### config.mk
export PLATFORM = sky130hd
export DESIGN_NAME = multicycle_control_unit_flat
export DESIGN_NICKNAME = d
export VERILOG_FILES = /design/src/rtl/multicycle_control_unit_if.sv /design/src/rtl/multicycle_control_unit.sv /design/src/flat_wrapper.sv
export SDC_FILE = /design/constraint.sdc
export NUM_CORES = 1
export LEC_CHECK = 0
export ABC_AREA = 1
export ABC_CLOCK_PERIOD_IN_PS = 2330
export CORE_MARGIN = 3
export CORE_UTILIZATION = 43
export DETAILED_ROUTE_END_ITERATION = 16
export PLACE_DENSITY = 0.72
export SYNTH_ARGS = -nofsm -noshare
export SYNTH_HDL_FRONTEND = slang
export SYNTH_SLANG_ARGS = --single-unit
### constraint.sdc
create_clock -name clk -period 2.33 [get_ports clk]
set_clock_uncertainty 0.1 [all_clocks]
set_input_delay 0.699 -clock clk [delete_from_list [all_inputs] [get_ports clk]]
set_output_delay 0.699 -clock clk [all_outputs]
set_load 0.05 [all_outputs]
### src/rtl/multicycle_control_unit_if.sv
// multicycle_control_unit_if: IR/memory/datapath control bundle between the control FSM and the datapath
interface multicycle_control_unit_if;
  logic [5:0] opc;
  logic [5:0] func;
  logic zero;
  logic memReady;
  logic pcWrite;
  logic [1:0] pcSrc;
  logic irWrite;
  logic iOrD;
  logic memRead;
  logic memWrite;
  logic aluSrcA;
  logic [1:0] aluSrcB;
  logic [2:0] aluFunc;
  logic bitXtend;
  logic rfWriteEnable;
  logic rfWriteAddrSel;
  logic [1:0] rfWriteDataSel;
  modport master(
    input opc, func, zero, memReady,
    output pcWrite, pcSrc, irWrite, iOrD, memRead, memWrite, aluSrcA, aluSrcB,
           aluFunc, bitXtend, rfWriteEnable, rfWriteAddrSel, rfWriteDataSel
  );
  modport slave(
    output opc, func, zero, memReady,
    input pcWrite, pcSrc, irWrite, iOrD, memRead, memWrite, aluSrcA, aluSrcB,
          aluFunc, bitXtend, rfWriteEnable, rfWriteAddrSel, rfWriteDataSel
  );
endinterface

### src/rtl/multicycle_control_unit.sv
// multicycle_control_unit: multi-cycle MIPS32 control FSM with memory timeout, sticky traps and retire counter
module multicycle_control_unit #(
  parameter int MEM_TIMEOUT = 15,
  parameter int CNT_W = 32
) (
  input  logic clk,
  input  logic rst_n,
  multicycle_control_unit_if.master bus,
  output logic invOpcode,
  output logic memTimeout,
  output logic [3:0] state,
  output logic [CNT_W-1:0] instrCount
);
  localparam int WW = MEM_TIMEOUT > 0 ? $clog2(MEM_TIMEOUT + 1) : 1;
  typedef enum logic [3:0] {
    FETCH = 4'd0, DECODE = 4'd1, MEM_ADDR = 4'd2, MEM_READ = 4'd3, MEM_WB = 4'd4,
    MEM_WRITE = 4'd5, EXECUTE = 4'd6, ALU_WB = 4'd7, BRANCH = 4'd8, JUMP = 4'd9, TRAP = 4'd10
  } stateT;
  stateT st;
  logic [WW-1:0] waitCnt;
  logic fValid, immOp, waitState, expired, retire;
  logic [2:0] rFunc;
  assign state = st;
  assign fValid = bus.func inside {6'h20, 6'h21, 6'h22, 6'h23, 6'h24, 6'h25, 6'h2A};
  assign immOp = bus.opc inside {6'h08, 6'h09, 6'h0C, 6'h0D, 6'h0F};
  assign rFunc = (bus.func == 6'h20 || bus.func == 6'h21) ? 3'd0 :
                 (bus.func == 6'h22 || bus.func == 6'h23) ? 3'd1 :
                 bus.func == 6'h24 ? 3'd2 :
                 bus.func == 6'h25 ? 3'd3 : 3'd4;
  assign waitState = st inside {FETCH, MEM_READ, MEM_WRITE};
  // A ready on the final allowed wait cycle still completes the access
  assign expired = MEM_TIMEOUT != 0 && waitState && !bus.memReady && waitCnt == WW'(MEM_TIMEOUT);
  assign retire = st inside {ALU_WB, MEM_WB, BRANCH, JUMP} || (st == MEM_WRITE && bus.memReady);
  always_ff @(posedge clk or negedge rst_n) begin
    if (!rst_n) begin
      st <= FETCH;
      waitCnt <= '0;
      instrCount <= '0;
      invOpcode <= 1'b0;
      memTimeout <= 1'b0;
    end else begin
      waitCnt <= (waitState && !bus.memReady && !expired) ? waitCnt + 1'b1 : '0;
      instrCount <= instrCount + CNT_W'(retire);
      if (expired) begin
        st <= TRAP;
        memTimeout <= 1'b1;
      end else begin
        case (st)
          FETCH: if (bus.memReady) st <= DECODE;
          DECODE:
            if ((bus.opc == 6'h00 && fValid) || immOp) st <= EXECUTE;
            else if (bus.opc == 6'h23 || bus.opc == 6'h2B) st <= MEM_ADDR;
            else if (bus.opc == 6'h04 || bus.opc == 6'h05) st <= BRANCH;
            else if (bus.opc == 6'h02) st <= JUMP;
            else begin
              st <= TRAP;
              invOpcode <= 1'b1;
            end
          MEM_ADDR: st <= bus.opc == 6'h23 ? MEM_READ : MEM_WRITE;
          MEM_READ: if (bus.memReady) st <= MEM_WB;
          MEM_WRITE: if (bus.memReady) st <= FETCH;
          EXECUTE: st <= ALU_WB;
          ALU_WB, MEM_WB, BRANCH, JUMP: st <= FETCH;
          default: st <= TRAP;
        endcase
      end
    end
  end
  // Strobes are gated by rst_n so nothing fires while reset is held
  always_comb begin
    bus.pcWrite = 1'b0;
    bus.pcSrc = 2'd0;
    bus.irWrite = 1'b0;
    bus.iOrD = 1'b0;
    bus.memRead = 1'b0;
    bus.memWrite = 1'b0;
    bus.aluSrcA = 1'b0;
    bus.aluSrcB = 2'd0;
    bus.aluFunc = 3'd0;
    bus.bitXtend = 1'b0;
    bus.rfWriteEnable = 1'b0;
    bus.rfWriteAddrSel = 1'b0;
    bus.rfWriteDataSel = 2'd0;
    if (rst_n) begin
      case (st)
        FETCH: begin
          bus.memRead = 1'b1;
          bus.aluSrcB = 2'd1;
          bus.irWrite = bus.memReady;
          bus.pcWrite = bus.memReady;
        end
        DECODE: bus.aluSrcB = 2'd3;
        EXECUTE: begin
          bus.aluSrcA = 1'b1;
          bus.aluSrcB = bus.opc == 6'h00 ? 2'd0 : 2'd2;
          bus.aluFunc = bus.opc == 6'h00 ? rFunc :
                        bus.opc == 6'h0C ? 3'd2 :
                        bus.opc == 6'h0D ? 3'd3 :
                        bus.opc == 6'h0F ? 3'd5 : 3'd0;
          bus.bitXtend = bus.opc == 6'h0C || bus.opc == 6'h0D;
        end
        ALU_WB: begin
          bus.rfWriteEnable = 1'b1;
          bus.rfWriteAddrSel = bus.opc == 6'h00;
        end
        MEM_ADDR: begin
          bus.aluSrcA = 1'b1;
          bus.aluSrcB = 2'd2;
        end
        MEM_READ: begin
          bus.memRead = 1'b1;
          bus.iOrD = 1'b1;
        end
        MEM_WB: begin
          bus.rfWriteEnable = 1'b1;
          bus.rfWriteDataSel = 2'd1;
        end
        MEM_WRITE: begin
          bus.memWrite = 1'b1;
          bus.iOrD = 1'b1;
        end
        BRANCH: begin
          bus.aluSrcA = 1'b1;
          bus.aluFunc = 3'd1;
          bus.pcSrc = 2'd1;
          bus.pcWrite = bus.opc == 6'h05 ? !bus.zero : bus.zero;
        end
        JUMP: begin
          bus.pcSrc = 2'd2;
          bus.pcWrite = 1'b1;
        end
        default: ;
      endcase
    end
  end
endmodule

### src/flat_wrapper.sv
// flat-port wrapper written by rule: the top's interface ports become plain ports
module multicycle_control_unit_flat 
#(
  parameter int MEM_TIMEOUT = 15,
  parameter int CNT_W = 32
)
  (clk, rst_n, invOpcode, memTimeout, state, instrCount, bus_opc, bus_func, bus_zero, bus_memReady, bus_pcWrite, bus_pcSrc, bus_irWrite, bus_iOrD, bus_memRead, bus_memWrite, bus_aluSrcA, bus_aluSrcB, bus_aluFunc, bus_bitXtend, bus_rfWriteEnable, bus_rfWriteAddrSel, bus_rfWriteDataSel);
  multicycle_control_unit_if bus_i ();
  input  logic clk;
  input  logic rst_n;
  output logic invOpcode;
  output logic memTimeout;
  output logic [3:0] state;
  output logic [CNT_W-1:0] instrCount;
  input wire logic [$bits(bus_i.opc)-1:0] bus_opc;
  input wire logic [$bits(bus_i.func)-1:0] bus_func;
  input wire logic [$bits(bus_i.zero)-1:0] bus_zero;
  input wire logic [$bits(bus_i.memReady)-1:0] bus_memReady;
  output wire logic [$bits(bus_i.pcWrite)-1:0] bus_pcWrite;
  output wire logic [$bits(bus_i.pcSrc)-1:0] bus_pcSrc;
  output wire logic [$bits(bus_i.irWrite)-1:0] bus_irWrite;
  output wire logic [$bits(bus_i.iOrD)-1:0] bus_iOrD;
  output wire logic [$bits(bus_i.memRead)-1:0] bus_memRead;
  output wire logic [$bits(bus_i.memWrite)-1:0] bus_memWrite;
  output wire logic [$bits(bus_i.aluSrcA)-1:0] bus_aluSrcA;
  output wire logic [$bits(bus_i.aluSrcB)-1:0] bus_aluSrcB;
  output wire logic [$bits(bus_i.aluFunc)-1:0] bus_aluFunc;
  output wire logic [$bits(bus_i.bitXtend)-1:0] bus_bitXtend;
  output wire logic [$bits(bus_i.rfWriteEnable)-1:0] bus_rfWriteEnable;
  output wire logic [$bits(bus_i.rfWriteAddrSel)-1:0] bus_rfWriteAddrSel;
  output wire logic [$bits(bus_i.rfWriteDataSel)-1:0] bus_rfWriteDataSel;
  assign bus_i.opc = bus_opc;
  assign bus_i.func = bus_func;
  assign bus_i.zero = bus_zero;
  assign bus_i.memReady = bus_memReady;
  assign bus_pcWrite = bus_i.pcWrite;
  assign bus_pcSrc = bus_i.pcSrc;
  assign bus_irWrite = bus_i.irWrite;
  assign bus_iOrD = bus_i.iOrD;
  assign bus_memRead = bus_i.memRead;
  assign bus_memWrite = bus_i.memWrite;
  assign bus_aluSrcA = bus_i.aluSrcA;
  assign bus_aluSrcB = bus_i.aluSrcB;
  assign bus_aluFunc = bus_i.aluFunc;
  assign bus_bitXtend = bus_i.bitXtend;
  assign bus_rfWriteEnable = bus_i.rfWriteEnable;
  assign bus_rfWriteAddrSel = bus_i.rfWriteAddrSel;
  assign bus_rfWriteDataSel = bus_i.rfWriteDataSel;
  multicycle_control_unit #(.MEM_TIMEOUT(MEM_TIMEOUT), .CNT_W(CNT_W)) u_core (.clk(clk), .rst_n(rst_n), .bus(bus_i), .invOpcode(invOpcode), .memTimeout(memTimeout), .state(state), .instrCount(instrCount));
endmodule
# Word level (Yosys, flattened, before mapping)
# Index checks and enable logic that the tools add are counted.
[op_classes]
n_addsub = 2
n_mul = 0
n_div = 0
order_cmp = 0
n_eq_ne = 30
shifts = 0
muxes = 47
n_bitwise = 5
n_reduce_logical = 28
[op_table]
columns = ["cell", "n"]
rows = [
  ["$eq 6x6->1 const B", 9],
  ["$add 32x1->32", 1],
  ["$mux 4", 8],
  ["$eq 6x4->1 const B", 5],
  ["$mux 3", 10],
  ["$pmux 4 s7", 1],
  ["$mux 1", 19],
  ["$eq 4x3->1 const B", 4],
  ["$eq 4x4->1 const B", 3],
  ["$eq 6x3->1 const B", 2],
  ["$mux 2", 5],
  ["$ne 3x2->1 const B", 3],
  ["$eq 4x2->1 const B", 2],
  ["$pmux 2 s4", 1],
  ["$logic_or 1x1->1", 7],
  ["$reduce_bool 7->1", 1],
  ["$eq 6x2->1 const B", 1],
  ["$logic_not 6->1", 1],
  ["$pmux 3 s2", 1],
  ["$reduce_and 6->1", 1],
  ["$reduce_or 2->1", 3],
  ["$logic_and 1x1->1", 5],
  ["$not 1->1", 5],
  ["$reduce_bool 5->1", 1],
  ["other kinds (11)", 13],
]
[word_totals]
register_bits = 42
latch_bits = 0
mem_bits_rw = 0
mem_bits_ro = 0
input_bits = 16
output_inout_bits = 56
mem_count = 0

# Logic depth before layout (Yosys ltp)
# Gate-level depths: netlist of the first run.
[depth]
ltp_word = 8
depth_mapped = 14

# Least setup slack after synthesis of the first run
# Ideal clock, no wire load.
[synth_path]
path_kind = "register to output"
start = "reg u_core.st[2] (netlist: u_core.state[2])"
end = "out bus_aluFunc[1]"
arrival_ns = 2.726
required_ns = 1.531
setup_slack_ns = -1.195
stages_incl_launch_ff = 6
path_buffers = 0
cell_sequence = "dfrtp_1 inv_1 nor2_4 nand4_2 nor3_1 or2_2"
[synth_between]
elab_chain_cells = 3
[synth_lines]
columns = ["item", "line_no", "source"]
rows = [
  ["from (decl)", "multicycle_control_unit.sv:19", "stateT st;"],
  ["from (signal assigned)", "multicycle_control_unit.sv:59", "MEM_ADDR: st <= bus.opc == 6'h23 ? MEM_READ : MEM_WRITE;"],
  ["$eq 4x4->1 or $eq 4x3->1 (tied branches)", "multicycle_control_unit.sv:85", "case (st)"],
  ["$pmux 3 s2 (*)", "multicycle_control_unit.sv:85", ""],
  ["$mux 3 (*)", "multicycle_control_unit.sv:84", "if (rst_n) begin"],
  ["to (decl)", "flat_wrapper.sv:27", "output wire logic [$bits(bus_i.aluFunc)-1:0] bus_aluFunc;"],
]
# Mark *: on every way between the ends. The rest lies on a longest branch, timed or not.

# Worst setup path after layout of the first run
[layout_path]
start = "in bus_opc[5]"
end = "out bus_aluFunc[2]"
[layout_between]
elab_chain_cells = 7
[layout_lines]
columns = ["item", "line_no", "source"]
rows = [
  ["from (decl)", "flat_wrapper.sv:15", "input wire logic [$bits(bus_i.opc)-1:0] bus_opc;"],
  ["$eq 6x4->1", "multicycle_control_unit.sv:99", "bus.opc == 6'h0F ? 3'd5 : 3'd0;"],
  ["$mux 3", "multicycle_control_unit.sv:99", ""],
  ["$mux 3", "multicycle_control_unit.sv:98", "bus.opc == 6'h0D ? 3'd3 :"],
  ["$mux 3", "multicycle_control_unit.sv:97", "bus.opc == 6'h0C ? 3'd2 :"],
  ["$mux 3 (*)", "multicycle_control_unit.sv:96", "bus.aluFunc = bus.opc == 6'h00 ? rFunc :"],
  ["$pmux 3 s2 (*)", "multicycle_control_unit.sv:85", ""],
  ["$mux 3 (*)", "multicycle_control_unit.sv:84", ""],
]
# Marked as above.

==> results.yml, run 1 <==
die:
  die_w_um: 83.2
  io_pins: 72
  initial_utilization_pct: 45.4
  core_sq_mm: 0.00564
  rows: 27
  die_area_sq_mm: 0.00692
  die_h_um: 83.2
power:
  intPower_mw: 1.97
  power.clock.fraction_pct: 13.9
  switching_share_pct: 46.3
  power_frac_seq_pct: 27.2
  powerDensity_mw_per_mm2: 802
  switchingPower_mw: 1.70
  combPwrFrac_pct: 58.9
  power_mw: 3.67
  p_leak_nw: 2.25
  ir_drop_uv: 938
synthesis:
  post-synth-top-count-cell: "nand2_1"
  synth_top_area_share_pct: 41.0
  syn_area_sq_mm: 0.00256
  syn_inst: 333
  synth_area_per_cell_sq_um: 7.69
  synth.area.mux_share_pct: 0
  yosysWarnings: 0
  synth_fa_ha_area_share_pct: 1.47
  ys_seq_elements: 42
  yosys.area_share.simple_pct: 35.4
  async_flop_share_pct: 100
  synth_top_family_by_area: "simple AND/OR/NAND/NOR gates"
  yosysSeqAreaShare_pct: 41.0
  synth_cell_types: 36
  yosys.area.top_type: "dfrtp_1"
  yosys.area_share.xor_xnor_pct: 9.92
  synth-edff-count: 0
  ys_top_cells_by_area: "dfrtp_1 (41%), nand2_1 (10%), nor2_1 (7.8%), inv_1 (6.0%), xor2_1 (5.8%)"
  ys_top_cells_by_count: "nand2_1 (70), nor2_1 (53), dfrtp_1 (42)"
  synth_ff_type: "dfrtp_1"
  synth_compound_area_share_pct: 5.28
  synth_nets: 352
finish:
  area_delta_synth_final_pct: 78.7
  drive_gt1_share_pct: 50.1
  design_area_sq_mm: 0.00458
  final_nets: 503
  final_cells: 557
  diodes: 0
  post-route-util_pct: 81.1
clocking:
  cts_hold_buf: 0
  h-tree-depth: 2
  clock_latency_ns: 0.31
  root_buffer: "clkbuf_8"
  path_clk_slew_ns: 0.08
  cts_inserted_buffers: 5
  cts_max_path_buffers: 2
  cts.sinks: 42
  tritoncts: "yes"
drt:
  num_vias: 2838
  drcViolationCount: 0
  vias_per_cell: 5.10
  first_pass_iters: 4
  ant_nets: 0
  wirelength_um: 8680
  wire_per_inst_um: 15.6
  drt_iter0_markers: 135
status:
  status: "complete, but fails checks"
  violations: "negative setup slack"
grt:
  grt_usage_pct: 24.1
  grt.overflow.total: 0
  grt_max_degree: 30
  grt_pass1_vias: 2889
  antenna_found_initial: 0
  grt_pass1_wl_um: 13700
timing:
  setup_ws_ns: -0.214
  tightest_slew_ns: 0.525
  max_clock_freq_mhz: 393
  finalCritPeriodShare_pct: 109
  hold_viol: 0
  period_needed_ns: 2.54
  rsz0062_at_grt: "true"
  final_max_slew_viol_count: 0
  holdWs_ns: 0.318
  slew_headroom_pct: 64.9
  setup_viol: 16
worst_setup_path:
  worst-setup-path-type: "in -> out"
  crit_path_end_kind: "primary output"
  crit_path_max_incr_delay_ns: 0.28
  worst_path_max_delay_cell: "a211oi_4"
  worstPathArrival_ns: 1.74
  path_delay_family: "buffers and inverters"
  path_max_fanout: 4
  cp-start-kind: "primary input"
  crit_buf_inv: 4
  cpMostUsedCell: "buf_6"
  worstPathRequired_ns: 1.53
  critical_path.cell_chain: "buf_6 -> nor2_4 -> buf_4 -> buf_6 -> nand3_2 -> a211oi_4 -> buf_12"
placement:
  port_buffers: 70
  detailed_place_hpwl_um: 6180
  place_congestion: 0.884
  placed_area_sq_mm: 0.00396
  placedCellCount: 518
worst_hold_path:
  hold_class: "in -> async"
flow_run:
  max-cap-violations: 0
power groups by stage:
| stage | combinational, mW | clock (mW) | sequential [mW] |
|---|---|---|---|
| after floorplan | 0.775 | 0 | 1.26 |
| after global placement | 1.69 | 0 | 0.979 |
| after detailed placement | 1.72 | 0 | 0.984 |
| after CTS | 1.92 | 0.508 | 0.975 |
| after global routing | 2.27 | 0.541 | 1.01 |
| final | 2.16 | 0.509 | 1.00 |
layout make-up:
type | count | area, sq um
Inverter | 42 | 175
Sequential cell | 42 | 1060
Multi-Input combinational cell | 246 | 1780
Clock buffer | 7 | 86.3
Clock inverter | 1 | 8.76
Tap cell | 72 | 90.1
Fill cell | 338 | 1060
Timing Repair Buffer | 147 | 1380
cells in the final DEF, fill, tap and decap left out, drive strengths merged:
master         synthesis  final
nand2                 74     74
inv                   42     43
dfrtp                 42     42
a211oi                 1      1
nand3                 26     26
conb                   1      1
nand4                 11     11
buf                    2    141
a31oi                  2      2
nand2b                 1      1
dlygate4sd2            0      3
a21oi                  7      7
nand3b                 6      6
dlymetal6s2s           0      1
ha                     3      3
o2111ai                1      1
clkbuf                 1      8
o21ai                  6      6
nor2                  59     59
nor3                  13     13
o211ai                 2      2
clkdlybuf4s50          0      1
nor4                   1      1
o21bai                 1      1
and3                   1      1
xor2                  17     17
xnor2                 12     12
or2                    1      1
sequential cells by signal, summed over array words and instances, names as in the netlist:
name,count
u_core.instrCount,32
u_core.invOpcode,1
u_core.memTimeout,1
u_core.state,4
u_core.waitCnt,4
routing by layer:
| metal | part of all wire [%] | wire length [um] | GRT usage, % | vias to the layer above |
|---|---|---|---|---|
| met5 | 0 | 0 | 0 | - |
| met2 | 53 | 4570 | 42.9 | 78 |
| met3 | 3.9 | 341 | 3.57 | 11 |
| met4 | 2.0 | 175 | 7.28 | 0 |
| li1 | - | - | - | 1376 |
| met1 | 41 | 3590 | 30.2 | 1373 |
stage by stage:
stage | setup TNS [ns] | setup slack [ns]
finish | -1.26 | -0.214
global route | -2.74 | -0.267
CTS | -0.996 | -0.174
detailed placement | -13.19 | -0.603
global placement | -12.25 | -0.587
floorplan | -1.30 | -0.221
kinds of logic (layout without fill, tap and decap cells):
| group | after synthesis | after routing |
|---|---|---|
| AND/OR/NAND/NOR | 193 | 193 |
| other | 1 | 1 |
| adder cells (fa/ha/maj) | 3 | 3 |
| XOR/XNOR | 29 | 29 |
| AO/OA/AOI/OAI | 20 | 20 |
| flip-flops | 42 | 42 |
| buffers and inverters | 45 | 197 |
timing repair:
action	in CTS	in global routing
setup buffers	18	13
setup endpoints to repair	30	36
pin swaps	28	31
gates cloned	0	0
gates resized for setup	84	52
path summary, 6_finish.rpt:
path                       cells past startpoint               endpoint  slack (ns)              from
setup / recovery                               7         bus_aluFunc[2]       -0.21        bus_opc[5]
hold / removal                                 2      u_core.memTimeout        0.32             rst_n
setup reg to reg                              13  u_core.instrCount[26]       -0.07   u_core.state[0]
hold reg to reg                                2       u_core.invOpcode        0.38  u_core.invOpcode
max in group asynchronous                      2        u_core.state[0]        1.37             rst_n
min in group clk                               2       u_core.invOpcode        0.38  u_core.invOpcode
Note: power is estimated with default switching activity, not from simulation.
==> run 2, diff against run 1 <==
- CORE_UTILIZATION: 43 -> 25
- PLACE_DENSITY: 0.72 -> 0.45
==> results.yml, run 2 (same netlist as run 1, synthesis figures left out) <==
status:
  status: "complete, but fails checks"
  violations: "negative setup slack"
die:
  initial_utilization_pct: 26.0
  io_pins: 72
  core_sq_mm: 0.00986
  die_h_um: 107
  die_area_sq_mm: 0.0115
  rows: 36
  die_w_um: 107
finish:
  drive_gt1_share_pct: 49.7
  diodes: 0
  area_delta_synth_final_pct: 86.5
  largest_register_ffs: 32
  layout_common_cells: "buf_4 (97), nand2_1 (63), dfrtp_1 (38)"
  final_common_cell: "buf_4"
  post-route-util_pct: 48.4
  final_nets: 509
  regMostFlops: "u_core.instrCount"
  design_area_sq_mm: 0.00478
clocking:
  clock_latency_ns: 0.30
  cts_max_path_buffers: 2
  cts_inserted_buffers: 5
  cts.sinks: 42
  root_buffer: "clkbuf_8"
  tritoncts: "yes"
  h-tree-depth: 2
  path_clk_slew_ns: 0.09
placement:
  placed_area_sq_mm: 0.00415
  port_buffers: 70
  place_congestion: 0.816
  detailed_place_hpwl_um: 6610
worst_setup_path:
  crit_buf_inv: 3
  worst-setup-path-type: "reg -> out"
  worstPathRequired_ns: 1.53
  crit_path_end_kind: "primary output"
  worst-path-stages: 7
  worstPathArrival_ns: 1.75
  crit_path_max_incr_delay_ns: 0.46
  path_delay_family: "flip-flops"
  worst_path_max_delay_cell: "dfrtp_2"
  critical_path.cell_chain: "buf_6 -> nor2_4 -> nand3_2 -> buf_6 -> nand3b_1 -> a21oi_4 -> buf_12"
  worstRegToRegCells: 15
  path_max_fanout: 5
  cp-start-kind: "flop"
  reg2reg_slack_ns: -0.10
  cpMostUsedCell: "buf_6"
timing:
  hold_viol: 0
  finalCritPeriodShare_pct: 109
  setup_ws_ns: -0.221
  setup_viol: 21
  max_clock_freq_mhz: 392
  rsz0062_at_grt: "true"
  fin_tns_setup_ns: -2.07
  period_needed_ns: 2.55
  final_max_slew_viol_count: 0
grt:
  grt_pass1_vias: 2702
  antenna_found_initial: 0
  grt_pass1_wl_um: 13900
  grt.overflow.total: 0
  grt_usage_pct: 15.1
  grt_max_degree: 22
drt:
  wire_per_inst_um: 13.4
  ant_nets: 0
  wirelength_um: 8370
  num_vias: 2689
  drcViolationCount: 0
  first_pass_iters: 4
  vias_per_cell: 4.31
  drt_iter0_markers: 78
worst_hold_path:
  hold_class: "in -> async"
power:
  p_leak_nw: 2.29
  powerDensity_mw_per_mm2: 798
  ir_drop_uv: 586
flow_run:
  max-cap-violations: 0
## run 2: cell count changes in the layout (fill, tap and decap cells not counted), moves of 2 or more
cell       before  now
nand3_2         5    7
nor2_1         36   32
nand2_1        58   63
a21oi_2         2    0
bufinv_16       0    2
buf_12         17   20
nor2_4         17   21
buf_6          20   23
nand2_2        13    9
inv_4           4    1
inv_1          28   31
## run 2: cell type report
class	instances	area (sq um)
clock buffer	5	68.8
clock inverter	3	68.8
fill	937	5090
inverter	42	169
multi-input combinational	246	1770
sequential	42	1060
tap	133	166
timing repair buffer	153	1480
## run 2: power breakdown
group | internal, mW | switching, mW | leakage [nW] | total [mW]
logic | 0.904 | 1.22 | 1.68 | 2.13
clock network | 0.429 | 0.270 | 0.0683 | 0.699
registers | 0.835 | 0.149 | 0.541 | 0.984
total | 2.17 | 1.64 | 2.29 | 3.81
## run 2: metal layers
layer / track usage (%) / wire length (um)
met5: 0 / 0
met4: 3.01 / 59
met3: 2.29 / 313
met2: 25.2 / 4060
met1: 20.6 / 3940
## run 2: through the flow
stage	std cells	setup slack, ns	hold WS, ns	power [mW]
floorplan	333	-0.221	0.303	2.03
global placement	590	-0.589	0.352	2.74
detailed placement	590	-0.604	0.357	2.76
CTS	613	-0.209	0.335	3.65
global route	624	-0.298	0.296	4.02
finish	624	-0.221	0.283	3.81
## run 2: timing repair
item	CTS	global route
hold buffers	0	0
setup endpoints to repair	33	35
setup buffers	15	11
gates resized for setup	93	38
endpoints found under the hold margin	0	0
pin swaps	29	10
## run 2: final timing paths
check | from | end
max | u_core.state[1] | bus_pcWrite
min | rst_n | u_core.instrCount[30]
max reg2reg | u_core.state[2] | u_core.instrCount[26]
min reg2reg | u_core.waitCnt[0] | u_core.waitCnt[0]
max in group asynchronous | rst_n | u_core.state[0]
min in group clk | u_core.waitCnt[0] | u_core.waitCnt[0]
==> run 3, diff against run 2 <==
- CORE_MARGIN: 3 -> 2
==> results.yml, run 3 (same netlist as run 1, synthesis figures left out) <==
placement:
  place_congestion: 0.779
  detailed_place_hpwl_um: 6420
  placed_area_sq_mm: 0.00411
  port_buffers: 70
timing:
  setup_viol: 13
  holdWs_ns: 0.309
  rsz0062_at_grt: "true"
  hold_viol: 0
  period_needed_ns: 2.52
  finalCritPeriodShare_pct: 108
  max_clock_freq_mhz: 398
  setup_ws_ns: -0.185
  final_max_slew_viol_count: 0
clocking:
  cts_hold_buf: 0
  h-tree-depth: 2
  tritoncts: "yes"
  cts_max_path_buffers: 2
  cts.sinks: 42
  path_clk_slew_ns: 0.09
  root_buffer: "clkbuf_8"
  clock_latency_ns: 0.30
  cts_inserted_buffers: 5
drt:
  drt_iter0_markers: 101
  vias_per_cell: 4.28
  wirelength_um: 8000
  num_vias: 2642
  wire_per_inst_um: 13.0
  first_pass_iters: 5
  ant_nets: 0
  drcViolationCount: 0
worst_setup_path:
  path_delay_family: "buffers and inverters"
  crit_path_max_incr_delay_ns: 0.26
  crit_buf_inv: 3
  cpMostUsedCell: "buf_6"
  r2r-start: "u_core.state[0]"
  worst-setup-path-type: "in -> out"
  worstSetupStartpoint: "bus_opc[5]"
  critical_path.cell_chain: "buf_6 -> nor2_4 -> nand3_4 -> buf_6 -> a211oi_4 -> buf_12"
  worstPathRequired_ns: 1.53
  worst_path_max_delay_cell: "a211oi_4"
  worstPathArrival_ns: 1.72
  path_max_fanout: 6
  cp-start-kind: "primary input"
  crit_path_end_kind: "primary output"
grt:
  grt.overflow.total: 0
  antenna_found_initial: 0
  grt_usage_pct: 14.9
  grt_max_degree: 25
  grt_pass1_wl_um: 13400
  grt_pass1_vias: 2709
finish:
  layout_common_cells: "buf_4 (105), nand2_1 (63), dfrtp_1 (38)"
  final_nets: 502
  drive_gt1_share_pct: 49.2
  largest_register_ffs: 32
  diodes: 0
  seq_area_sq_mm: 0.00106
  area_delta_synth_final_pct: 77.9
  fillers: 971
  multi_input_area_sq_mm: 0.00172
  final_common_cell: "buf_4"
  design_area_sq_mm: 0.00456
  regMostFlops: "u_core.instrCount"
die:
  rows: 36
  io_pins: 72
  die_area_sq_mm: 0.0111
  die_h_um: 105
  die_w_um: 105
  initial_utilization_pct: 26.0
  core_sq_mm: 0.00986
power:
  switching_share_pct: 46.0
  switchingPower_mw: 1.60
  p_leak_nw: 2.19
  power.clock.fraction_pct: 14.3
  powerDensity_mw_per_mm2: 761
  intPower_mw: 1.87
  power_frac_seq_pct: 28.2
  combPwrFrac_pct: 57.5
  ir_drop_uv: 617
flow_run:
  max-cap-violations: 0
status:
  status: "complete, but fails checks"
  violations: "negative setup slack"
worst_hold_path:
  hold_class: "in -> async"
[run 3: changes by cell type in the layout (fill, tap and decap cells not counted), moves of 2 or more]
cell,before,now
buf_6,23,13
bufinv_16,2,0
buf_2,8,6
buf_12,20,17
a21oi_2,0,2
nor2_4,21,16
nor2_2,6,10
buf_4,97,105
[run 3: cell type report]
cell class	instances	area share, %
Multi-Input combinational cell	246	37.8
Timing Repair Buffer	146	29.7
Tap cell	133	3.65
Clock inverter	3	0.522
Sequential cell	42	23.2
Clock buffer	5	1.51
Inverter	42	3.63
[run 3: final timing paths]
check / slack (ns) / end / depth (start not counted)
worst max-delay path: -0.19 / bus_aluFunc[2] / 6
worst min-delay path: 0.31 / u_core.invOpcode / 2
worst max register to register: 0 / u_core.instrCount[29] / 13
worst min register to register: 0.37 / u_core.waitCnt[0] / 1
max in group asynchronous: 1.43 / u_core.state[0] / 2
min in group clk: 0.37 / u_core.waitCnt[0] / 1
[run 3: what timing repair did]
item / 4_1_cts / 5_1_grt
pin swaps: 26 / 7
buffers inserted: 14 / 5
gates resized for setup: 86 / 26
setup endpoints to repair: 32 / 38
cloned: 0 / 0
hold endpoints to repair: 0 / 0
[run 3: worst register-to-register path: stages, from the launching register on]
cell,delay (ns)
dfrtp_4,0.52
nor2_4,0.14
nand3_2,0.10
buf_4,0.15
o2111ai_2,0.08
ha_2,0.23
buf_4,0.11
nand3_2,0.08
inv_2,0.10
nand2_4,0.08
nor3_4,0.31
nand2_2,0.08
nor2_1,0.09
nor2_1,0.05
[run 3: power groups by stage]
stage / clock (mW) / sequential (mW) / combinational, mW
after global placement: 0 / 0.985 / 1.74
after floorplan: 0 / 1.26 / 0.775
after CTS: 0.516 / 0.976 / 1.90
after detailed placement: 0 / 0.990 / 1.74
after global routing: 0.552 / 0.997 / 2.12
final: 0.496 / 0.979 / 1.99
[run 3: layer usage]
layer	vias to the layer above	wire [um]	GRT usage, %
met3	4	209	2.10
li1	1363	-	-
met2	50	3920	24.9
met1	1225	3830	20.8
met4	0	46	2.86
met5	-	0	0
[run 3: through the flow]
stage	power (mW)	utilization (%)	TNS [ns]	instances	setup slack [ns]
2_1_floorplan	2.03	-	-1.30	333	-0.221
3_3_place_gp	2.72	41.7	-13.42	590	-0.571
3_5_place_dp	2.73	41.7	-13.49	590	-0.584
4_1_cts	3.39	44.7	-1.16	612	-0.156
5_1_grt	3.67	46.2	-3.68	617	-0.246
6_report	3.47	46.2	-1.26	617	-0.185
==> edit 1 (config.mk and constraints of run 2) <==
Register the output `instrCount` once more; this adds one clock of latency there. The other outputs are not delayed to match.
--- a/src/rtl/multicycle_control_unit.sv
+++ b/src/rtl/multicycle_control_unit.sv
@@ -18,2 +18,4 @@
   } stateT;
+
+  logic [CNT_W-1:0] instrCount_s0;
   stateT st;
@@ -37,3 +39,3 @@
       waitCnt <= '0;
-      instrCount <= '0;
+      instrCount_s0 <= '0;
       invOpcode <= 1'b0;
@@ -42,3 +44,3 @@
       waitCnt <= (waitState && !bus.memReady && !expired) ? waitCnt + 1'b1 : '0;
-      instrCount <= instrCount + CNT_W'(retire);
+      instrCount_s0 <= instrCount_s0 + CNT_W'(retire);
       if (expired) begin
@@ -135,2 +137,6 @@
   end
+  always_ff @(posedge clk) begin
+    instrCount <= instrCount_s0;
+  end
+
 endmodule
Behaviour: not the same (a bounded check fails within 4 cycles, from zero or initial values and one cycle with rst_n low).
==> edit 1 against run 2 <==
  * The run still ends with setup timing left
  * Synthesized cell count up 7.5%
  * Worst setup slack better by 0.023 ns
  * Routed wire length increased by 7.3%
  * Sequential cell count grew 32
  * Final area increased by 17%
  * Utilization down 2.6 points
  * Register-to-register slack improved by 0.08 ns
  * Synthesized area rose by 23%
  * Sequential share of layout area increased by 8.3 points
  * Die area up 22%
  * Critical path type is now input port to output port
  * Critical endpoint is now bus_aluFunc[1]
Power is not compared: it rests on default switching activity, and its combinational part moved more than twofold at a synthesized area within 25%.
==> edit 1: results (changes against run 2) <==
Clock tree
The H-tree depth came to 3 (+1). The clock buffer count from CTS is 9 (+4). The root buffer selected by CTS is sky130_fd_sc_hd__clkbuf_16. The maximum clock path buffer count is 2 (unchanged). The clock slew at the register clock pins of the worst setup and hold paths was 0.05 ns (-0.04 ns).

The clock latency of the later-clocked register in the worst-skew pair is 0.33 ns (+0.03 ns).

Worst setup path
The largest individual stage delay along the critical path comes from the cell sky130_fd_sc_hd__nor2_4. The data arrival time at the worst-slack endpoint is 1.73 ns (-0.02 ns). The biggest fanout along the worst timing path came to 4 (-1).

The longest individual stage delay on the worst path is 0.17 ns (-0.29 ns).

Placement
The post-DP HPWL is 6470 um (-2.0%). The final estimated routing congestion in global placement was 0.873 (+7.0%). The number of buffers inserted by port buffering is 70 (unchanged).

Synth
By area the synthesized netlist is led by sky130_fd_sc_hd__dfrtp_1 (33%), sky130_fd_sc_hd__dfxtp_1 (20%), sky130_fd_sc_hd__nand2_1 (9.1%). The net count after synthesis is 377 (+7.1%). The post-synthesis cell type count came to 32 (-11%). The proportion of synthesized chip area in sequential cells was 53.7% (+13 points). The Yosys warning count was 0 (unchanged). The share of flip-flops with an asynchronous set or reset after synthesis came to 56.8% (-43 points). The commonest cells after synthesis are sky130_fd_sc_hd__nand2_1 (76), sky130_fd_sc_hd__nor2_1 (47), sky130_fd_sc_hd__dfrtp_1 (42).

Global routing
The largest net degree at the start of global routing is 43 (+95%). The total global routing track utilization is 12.9% (-2.2 points). The number of antenna violations at the first check in global routing was 0 (unchanged).

The wire length of the first global-routing pass is 14700 um (+6.0%). The global route total overflow was 0 (unchanged). The number of global-route vias before repair is 2940 (+8.8%).

Drt
The post-detailed-routing wire length is 8980 um (+7.3%). The number of iterations in the first detailed-routing pass came to 5 (+1). The via density per instance is 4.21 (-2.4%). The initial DRC count is 159 (+100%).

Layout
The number of nets in the layout was 536 (+5.3%). The antenna diode count is 0 (unchanged). The share of layout cells above drive strength 1 is 45.0% (-4.7 points).

The largest registers in the layout are u_core.instrCount x32, u_core.instrCount_s0 x32.

Hold path
The path type of the worst min-delay path is register to register.

Power and ir drop
The internal cell power is ~2.2 mW. In this run, the clock network consumes a little under 50% of the power. The power density over the cells is approximately 500 nW/um2.

The worst-case IR drop observed on VDD is 0.000303 V. The total leakage power is ~2.5 nW. The combinational-cell power consumption is approximately 120 uW.

Timing
The setup slack of the critical path after layout was -0.198 ns (+0.0230 ns). The total of endpoints with negative setup slack in the final report is 17 (-19%). The worst pin sits at a relative slew slack of between 60% and 70%. The final setup TNS is -1.62 ns (+0.442 ns).

Status
The run finished, with violations left. The checks that failed: setup timing.
edit 1: changes by cell type after synthesis, sizes merged, moves of 2 or more:
cell    before  now
a21oi        7    9
a31oi        2    0
dfxtp        0   32
inv         42   38
nand2       74   80
nand4       11    9
nor2        59   55
nor3        13   15
o211ai       2    0
o21ai        6    4
edit 1: path summary, 6_finish.rpt:
| kind | from | depth (start not counted) | slack [ns] | to |
|---|---|---|---|---|
| setup / recovery | bus_opc[2] | 9 | -0.20 | bus_aluFunc[1] |
| setup reg to reg | u_core.state[0]$_DFFE_PN0P_ | 14 | -0.02 | u_core.instrCount_s0[26]$_DFF_PN0_ |
| hold reg to reg | u_core.instrCount_s0[31]$_DFF_PN0_ | 0 | 0.30 | u_core.instrCount[31]$_DFF_P_ |
| max in group asynchronous | rst_n | 3 | 1.24 | u_core.state[2]$_DFFE_PN0P_ |
| min in group asynchronous | rst_n | 3 | 0.46 | u_core.invOpcode$_DFFE_PN0P_ |
| hold / removal | u_core.instrCount_s0[31]$_DFF_PN0_ | 0 | 0.30 | u_core.instrCount[31]$_DFF_P_ |
edit 1: cell families (layout without fill, tap and decap cells):
family | after synthesis | after routing | synth area share, %
and+or+nand+nor | 193 | 193 | 28.8
DFF | 74 | 74 | 53.7
buffers and inverters | 40 | 204 | 4.88
xor gates and xnor gates | 30 | 30 | 8.34
AOI/OAI and AO/OA | 17 | 17 | 3.02
adders and majority gates | 3 | 3 | 1.19
other | 1 | 1 | 0.119
edit 1: final cells by class:
class / instances / area, um2
tap: 168 / 210
fill: 1139 / 6590
inverter: 38 / 148
clock inverter: 5 / 61.3
sequential: 74 / 1700
multi-input combinational: 244 / 1760
clock buffer: 11 / 243
timing repair buffer: 150 / 1450
edit 1: critical path: cells and delay by family:
family	cells	cell delay, ns
compound gates	1	0.16
buf+inv	5	0.56
simple gates	3	0.32
edit 1: what timing repair did:
action                                  CTS  global route
pin swaps                                35            31
buffers inserted                         20            10
gates resized for setup                  87            33
endpoints found under the setup margin   31            30
hold buffers                              0             0
edit 1: per-layer routing:
layer / global-route usage (%) / vias to the layer above / part of all wire (%)
li1: - / 1458 / -
met1: 15.5 / 1367 / 43
met5: 0 / - / 0
met3: 3.06 / 13 / 3.7
met2: 22.5 / 65 / 52
met4: 4.32 / 0 / 1.7
edit 1: stage by stage:
stage                     hold WS, ns  instance area, um2  util [%]  setup WS [ns]  cells
final                           0.298                5570      45.8         -0.198    690
after global routing            0.313                5570      45.8         -0.269    690
after CTS                       0.301                5340      43.9         -0.208    680
after detailed placement        0.279                4720      38.8         -0.638    644
after global placement          0.270                4720      38.8         -0.610    644
after floorplan                 0.257                3340         -        -0.0501    358
==> edit 2 (flow settings as in run 2) <==
Made on the original files. `CNT_W` is set to 32 in 2 places; all go to 64.
--- a/src/rtl/multicycle_control_unit.sv
+++ b/src/rtl/multicycle_control_unit.sv
@@ -3,3 +3,3 @@
   parameter int MEM_TIMEOUT = 15,
-  parameter int CNT_W = 32
+  parameter int CNT_W = 64
 ) (
--- a/src/flat_wrapper.sv
+++ b/src/flat_wrapper.sv
@@ -4,3 +4,3 @@
   parameter int MEM_TIMEOUT = 15,
-  parameter int CNT_W = 32
+  parameter int CNT_W = 64
 )
Ports: changed (resized instrCount); port bits go from 72 to 104. No check against the original RTL was run, so the function may have changed too.
==> edit 2 against run 2 <==
  * The flow still finishes with violations (setup timing)
  * Sequential share of layout area grew 1.8 points
  * Sequential cell count up 32
  * Final area is 62% higher
  * Non-clock buffer count increased by 44
  * Sequential power increased by 59%
  * Power is 45% higher
  * Routed wire length is 120% higher
  * Worst setup slack got worse by 0.011 ns
  * Synthesized area up 81%
  * Critical endpoint is now bus_aluFunc[2]
  * Largest cell class unchanged
  * Largest power group unchanged
==> edit 2: results (changes against run 2) <==
Status
The run finished, with violations left. The final reports fail on setup timing.

Placement
The final estimated routing congestion in global placement is 0.884 (+8.4%). The number of buffers inserted by port buffering is 102 (+46%). The post-placement worst setup slack is -0.657 ns (-0.0526 ns). The placed cell count came to 1032 (+75%). The post-DP HPWL came to 14400 um (+120%).

Layout
The count of fill cells added during filler insertion is 1808 (+93%). The number of flip-flops under the largest register name was 64 (+100%). The share of layout cells above drive strength 1 is 39.2% (-10 points). The number of nets in the layout is 874 (+72%). The final cell count without fillers is 1088 (+74%).

Drt
The via density per instance is 4.59 (+6.4%). The initial DRC count is 306 (+290%). The detailed-route wire length per cell is 16.7 um (+24%).

Global routing
The global routing met1 resource utilization is 25.2% (+4.6 points). The global routing usage on met2 is 28.1% (+2.9 points). The total global routing track utilization came to 18.1% (+3.0 points).

The wire length of the first global-routing pass is 28000 um (+100%). The number of global-route vias before repair was 5067 (+88%). The largest net degree at the start of global routing is 66 (+200%).

Clock tree
The clock buffer count from CTS came to 9 (+4). The H-tree depth is 3 (+1). The clock slew at the register clock pins of the worst setup and hold paths is 0.05 ns (-0.04 ns). The total of cells resized after clock tree synthesis was 118 (+27%).

The root buffer selected by CTS is sky130_fd_sc_hd__clkbuf_16. The clock latency of the later-clocked register in the worst-skew pair is 0.35 ns (+0.05 ns).

Synth
The synthesized netlist cell count is 650 (+95%). Yosys attributes the largest share of cell area to sky130_fd_sc_hd__dfrtp_1 (40%), sky130_fd_sc_hd__nand2_1 (14%), sky130_fd_sc_hd__nor2_1 (10%). The net count after synthesis is 669 (+90%).

The proportion of synthesized chip area in sequential cells is 40.0% (-1.0 points). By count the netlist is led by sky130_fd_sc_hd__nand2_1 (177), sky130_fd_sc_hd__nor2_1 (128), sky130_fd_sc_hd__dfrtp_1 (74), sky130_fd_sc_hd__inv_1 (74), sky130_fd_sc_hd__nand3_1 (42).

Timing
The setup slack of the critical path after layout was -0.232 ns (-0.0114 ns). The total of endpoints with negative setup slack in the final report is 30 (+43%).

Power and ir drop
The largest vdd supply drop is 0.000444 V (-24%).
==> edit 2: cell count changes after synthesis, moves of 6 or more <==
cell	delta
sky130_fd_sc_hd__dfrtp_1	+32
sky130_fd_sc_hd__inv_1	+33
sky130_fd_sc_hd__nand2_1	+107
sky130_fd_sc_hd__nand3_1	+18
sky130_fd_sc_hd__nand4_1	+6
sky130_fd_sc_hd__nor2_1	+75
sky130_fd_sc_hd__nor3_1	+11
sky130_fd_sc_hd__xor2_1	+15
==> edit 2: area by class of cell <==
| cell class | instances | area, um2 | share of cell area, % |
|---|---|---|---|
| multi-input combinational | 498 | 3180 | 41.0 |
| sequential | 74 | 1860 | 23.9 |
| timing repair buffer | 197 | 1820 | 23.4 |
| inverter | 75 | 299 | 3.85 |
| tap | 229 | 287 | 3.69 |
| clock buffer | 13 | 260 | 3.35 |
| clock inverter | 2 | 60.1 | 0.774 |
==> edit 2: power by group through the flow <==
stage                     combinational, mW  clock (mW)  sequential [mW]
after floorplan                       0.762           0             1.83
after global placement                 1.87           0             1.57
after detailed placement               1.87           0             1.56
after CTS                              2.24        1.57             1.55
after global routing                   2.61        1.62             1.58
final                                  2.44        1.54             1.56
==> edit 2: per-stage QoR <==
step	instance area (um2)	setup TNS, ns
2_1_floorplan	4820	-2.61
3_3_place_gp	6520	-30.58
3_5_place_dp	6520	-32.30
4_1_cts	7380	-3.22
5_1_grt	7760	-8.46
6_report	7760	-3.15
==> edit 2: metal layers <==
metal	wire (um)	vias to the layer above
met5	0	-
met4	363	0
met3	998	28
met2	8340	145
met1	8460	2348
li1	-	2469
==> edit 2: path summary, 6_finish.rpt <==
| path | start | to | slack [ns] | depth (start not counted) |
|---|---|---|---|---|
| max | u_core.state[1]$_DFFE_PN0P_ | bus_aluFunc[2] | -0.23 | 8 |
| min | rst_n | u_core.waitCnt[3]$_DFF_PN0_ | 0.27 | 2 |
| max reg2reg | u_core.state[3]$_DFFE_PN0P_ | u_core.instrCount[47]$_DFF_PN0_ | -0.12 | 15 |
| min reg2reg | u_core.invOpcode$_DFFE_PN0P_ | u_core.invOpcode$_DFFE_PN0P_ | 0.38 | 2 |
| max in group asynchronous | rst_n | u_core.instrCount[0]$_DFF_PN0_ | 0.77 | 3 |
| min in group clk | u_core.invOpcode$_DFFE_PN0P_ | u_core.invOpcode$_DFFE_PN0P_ | 0.38 | 2 |
==> edit 2: kinds of logic (layout without fill, tap and decap cells) <==
group / Yosys count / count (layout) / share of synthesized area, %
xor gates and xnor gates: 48 / 48 / 9.24
and+or+nand+nor: 419 / 419 / 40.3
buffers and inverters: 78 / 287 / 6.43
AOI/OAI and AO/OA: 27 / 27 / 3.13
other: 1 / 1 / 0.0810
DFF: 74 / 74 / 40.0
adders and majority gates: 3 / 3 / 0.811
